$ cat src/rtl/alu_issue.sv
// alu_issue: decodes an instruction into ALU select/operands and holds the result
// in a valid/ready issue register with a one-entry skid buffer. I-type: ALU_ISSUE_IMM_EN.
// Ports: clk, rst_n, flush | in_valid/in_ready, instr, rs_data, rt_data
//        | out_valid/out_ready, X, Y, S, dst, illegal
module alu_issue (
  input  logic        clk,
  input  logic        rst_n,
  input  logic        flush,
  input  logic        in_valid,
  output logic        in_ready,
  input  logic [31:0] instr,
  input  logic [31:0] rs_data,
  input  logic [31:0] rt_data,
  output logic        out_valid,
  input  logic        out_ready,
  output logic [31:0] X,
  output logic [31:0] Y,
  output logic [3:0]  S,
  output logic [4:0]  dst,
  output logic        illegal
);

  typedef struct packed {
    logic [31:0] x;
    logic [31:0] y;
    logic [3:0]  s;
    logic [4:0]  dst;
    logic        ill;
  } issue_t;

  typedef enum logic [1:0] {
    EMPTY = 2'd0,
    ONE   = 2'd1,
    TWO   = 2'd2
  } state_t;

  state_t st;
  issue_t main_q;
  issue_t skid_q;
  issue_t dec;

  logic [5:0] opc;
  logic [5:0] fn;
  logic       acc;
  logic       unused;

  assign opc = instr[31:26];
  assign fn  = instr[5:0];
  assign unused = ^{instr[25:16], instr[10:6]};

  always_comb begin
    dec     = '0;
    dec.x   = rs_data;
    dec.y   = rt_data;
    dec.s   = 4'd2;
    dec.dst = 5'd0;
    dec.ill = 1'b1;
    if (opc == 6'h00) begin
      unique case (fn)
        6'h24: begin
          dec.s = 4'd0; dec.ill = 1'b0;
        end
        6'h25: begin
          dec.s = 4'd1; dec.ill = 1'b0;
        end
        6'h20, 6'h21: begin
          dec.s = 4'd2; dec.ill = 1'b0;
        end
        6'h22, 6'h23: begin
          dec.s = 4'd6; dec.ill = 1'b0;
        end
        6'h2A: begin
          dec.s = 4'd7; dec.ill = 1'b0;
        end
        6'h27: begin
          dec.s = 4'd12; dec.ill = 1'b0;
        end
        default: dec.ill = 1'b1;
      endcase
      if (!dec.ill)
        dec.dst = instr[15:11];
    end
`ifdef ALU_ISSUE_IMM_EN
    else begin
      unique case (opc)
        6'h08: begin
          dec.s = 4'd2; dec.ill = 1'b0;
          dec.y = {{16{instr[15]}}, instr[15:0]};
        end
        6'h0C: begin
          dec.s = 4'd0; dec.ill = 1'b0;
          dec.y = {16'h0, instr[15:0]};
        end
        6'h0D: begin
          dec.s = 4'd1; dec.ill = 1'b0;
          dec.y = {16'h0, instr[15:0]};
        end
        6'h0A: begin
          dec.s = 4'd7; dec.ill = 1'b0;
          dec.y = {{16{instr[15]}}, instr[15:0]};
        end
        default: dec.ill = 1'b1;
      endcase
      if (!dec.ill)
        dec.dst = instr[20:16];
    end
`endif
  end

  // Both handshake outputs come straight from the state register.
  assign in_ready  = (st != TWO);
  assign out_valid = (st != EMPTY);
  assign acc       = in_valid && in_ready;

  always_ff @(posedge clk or negedge rst_n) begin
    if (!rst_n) begin
      st     <= EMPTY;
      main_q <= '0;
      skid_q <= '0;
    end else if (flush) begin
      st <= EMPTY;
    end else begin
      unique case (st)
        EMPTY: begin
          if (acc) begin
            main_q <= dec;
            st     <= ONE;
          end
        end
        ONE: begin
          if (acc && out_ready) begin
            main_q <= dec;
          end else if (acc) begin
            skid_q <= dec;
            st     <= TWO;
          end else if (out_ready) begin
            st <= EMPTY;
          end
        end
        TWO: begin
          if (out_ready) begin
            main_q <= skid_q;
            st     <= ONE;
          end
        end
        default: st <= EMPTY;
      endcase
    end
  end

  assign X       = main_q.x;
  assign Y       = main_q.y;
  assign S       = main_q.s;
  assign dst     = main_q.dst;
  assign illegal = main_q.ill;

endmodule

$ cat config.mk
export PLATFORM = sky130hd
export DESIGN_NAME = alu_issue
export DESIGN_NICKNAME = d
export VERILOG_FILES = /design/src/rtl/alu_issue.sv
export SDC_FILE = /design/constraint.sdc
export NUM_CORES = 1
export LEC_CHECK = 0
export ABC_AREA = 1
export BUFFER_PORTS_ARGS = -buffer_cell sky130_fd_sc_hd__buf_4
export CORE_MARGIN = 3
export CORE_UTILIZATION = 53
export CTS_CLUSTER_DIAMETER = 40
export DETAILED_ROUTE_END_ITERATION = 10
export MAX_ROUTING_LAYER = met4
export PLACE_DENSITY = 0.8
export SLEW_MARGIN = 20
export SYNTH_ARGS = -nofsm -noshare
export SYNTH_HDL_FRONTEND = slang
export SYNTH_SLANG_ARGS = --single-unit
$ cat constraint.sdc
create_clock -name clk -period 1.7 [get_ports clk]
set_input_delay 0.085 -clock clk [delete_from_list [all_inputs] [get_ports clk]]
set_output_delay 0.085 -clock clk [all_outputs]
set_load 0.05 [all_outputs]
==> qor.csv <==
stage,metric,value,unit
clocking,cts_buffer_depth,2,
critical_path,arrival,1550,ps
timing,final_hold_viol_count,0,
timing,slew_viol_final,0,
timing,hold_slack,2.50,ps
timing,setup_viol,0,
floorplanning,start_util,0.550,
critical_path,required,1620,ps
clocking,cts_buffers,17,
grt,track_usage,0.260,
floorplanning,io_pins,177,
logic_synthesis,synth_area,0.00672,mm²
clocking,clock_latency,420,ps
grt,antenna_found_initial,0,
final_layout,fin_nets,1177,
timing,grt_setup_unrepaired,true,
drt,wl,17.9,mm
logic_synthesis,seq_area_frac_synth,0.558,
timing,tightest_slew,600,ps
final_layout,syn_to_final_growth,41.9,%
critical_path,crit_cells,4,
timing,post-route-min-period,1630,ps
final_layout,stdcell_area,0.00954,mm²
grt,grt.overflow.total,0,
logic_synthesis,yosys_warnings,0,
critical_path,reg2reg_depth,6,
timing,clock_skew,6.94,ps
floorplanning,die_area,0.0141,mm²
timing,finalCritPeriodShare,0.961,
logic_synthesis,syn_nets,958,
grt,grt_pass1_wl,28.9,mm
logic_synthesis,syn_avg_cell_area,7.84,µm²
outcome,outcome,finished clean,
logic_synthesis,yosysUniqueCellTypes,20,
critical_path,critPathKind,reg2out,
critical_path,cp_num_buf_inv,3,
final_layout,final_common_cell,nand2_1,
worst_hold_path,holdPathStages,3,
power_and_ir_drop,power.leakage,5.10,nW
place,port_buffers,161,
clocking,htreeDepth,4,
critical_path,critical_path.max_fanout,37,
critical_path,cpPeakStageDelay,410,ps
grt,grt_pass1_vias,6102,
timing,slew_headroom,0.599,
logic_synthesis,postSynthCellCount,857,
grt,grt_start_max_net_pins,71,
critical_path,crit_chain,inv_2 -> nand2_4 -> buf_6 -> buf_4,
final_layout,antenna_cells,0,
floorplanning,die_h,119,µm
clocking,cts_tree,built,
logic_synthesis,ys_ff_latch,150,
critical_path,crit_path_end_kind,output port,
final_layout,fin_util,0.781,
power_and_ir_drop,finalPower,13.5,mW
place,gp_congestion,0.771,
worst_hold_path,hold_class,in2reg,
critical_path,cp_top_family,buffers and inverters,
drt,vias,6321,
run,maxCapViolations,0,
clocking,clock-root-buffer,clkbuf_16,
floorplanning,die_x,119,µm
drt,first_pass_iters,5,
critical_path,startpoint_type,register,
clocking,clock-sinks,150,
drt,wl_per_cell,14.2,µm
timing,max_freq,0.612,GHz
floorplanning,rows,40,
drt,antenna_left,0,
place,dpl.hpwl,10.3,mm
power_and_ir_drop,ir_drop,831,µV
drt,remaining_drc_errors,0,
power_and_ir_drop,pwr_density_cell,1420,mW/mm²
final_layout,layout-drive-gt1-share,0.199,
drt,via_per_inst,5.03,
clocking,clkTransAtPathRegs,60,ps
final_layout,layout_common_cells,"393 x nand2_1, 163 x buf_4, 150 x dfrtp_1",
place,dpl_cell_area,0.00810,mm²
critical_path,crit_slowest_cell,dfrtp_1,
floorplanning,core_area,0.0122,mm²
drt,drt_iter0_markers,608,
-- flip-flops by register name, indices dropped and copies added (netlist names) --
name and flops:
dst 5, S 4, illegal 1, X 32, st 2, skid_q 74
Y 32
-- worst min-delay path, stage by stage --
cell and delay [ps]:
buf_4 110, inv_1 60, o21ai_0 100
-- path summary, 6_finish.rpt --
kind	from	endpoint	slack, ps
worst max-delay path	st[0]	in_ready	70
worst min-delay path	rt_data[3]	skid_q[13]	3
worst max register to register	st[0]	X[26]	110
worst min register to register	X[9]	X[9]	480
max in group asynchronous	rst_n	Y[26]	930
min in group asynchronous	rst_n	Y[0]	170
-- layout make-up --
cell class	count	area, µm²
Tap cell	168	210
Clock inverter	12	225
Timing Repair Buffer	247	2180
Fill cell	837	2670
Clock buffer	19	453
Multi-Input combinational cell	581	2420
Inverter	79	299
Sequential cell	150	3750
-- logic make-up (layout without fill, tap and decap cells) --
| family | Yosys count | in the layout | synth area share |
|---|---|---|---|
| compound gates | 144 | 144 | 0.108 |
| buf+inv | 126 | 357 | 0.0847 |
| flops | 150 | 150 | 0.558 |
| simple gates | 437 | 437 | 0.249 |
-- synth_stat cells, drive strengths merged --
master,instances,area [µm²]
nand2,396,1490
dfrtp,150,3750
o21ai,139,696
inv,78,293
buf,29,204
nor2,26,97.6
clkbuf,18,67.6
nand3,10,55.1
a21oi,4,20.0
nor3,4,25.0
clkinv,1,5.00
nand4,1,6.26
o31ai,1,7.51
-- through the flow --
stage / cells / setup TNS, ps / worst slack (ps)
CTS: 1255 / 0 / 56.8
floorplan: 857 / 0 / 90.7
global route: 1256 / -50.8 / -23.7
finish: 1256 / 0 / 65.7
detailed placement: 1153 / 0 / 130
global placement: 1153 / 0 / 171
-- layer usage --
metal | GRT usage | vias to the layer above | share of wire
met5 | - | - | 0
met4 | 0.107 | 0 | 0.024
met3 | 0.0531 | 45 | 0.057
met2 | 0.416 | 265 | 0.50
met1 | 0.324 | 2941 | 0.42
li1 | - | 3070 | -
-- where the power goes --
part           total, mW  internal, mW  switching, mW  leakage [nW]
Clock               4.27          2.82           1.45         0.321
Combinational       4.17          1.35           2.83          2.92
Sequential          5.09          4.59          0.505          1.87
-- timing repair --
action / CTS / global route
hold endpoints to repair: 219 / 0
endpoints found under the setup margin: 1 / 75
hold buffers: 71 / 0
cloned: 0 / 1
pin swaps: 0 / 1
setup buffers: 0 / 0
gates resized for setup: 1 / 6
Power figures use the tool's default switching activity.
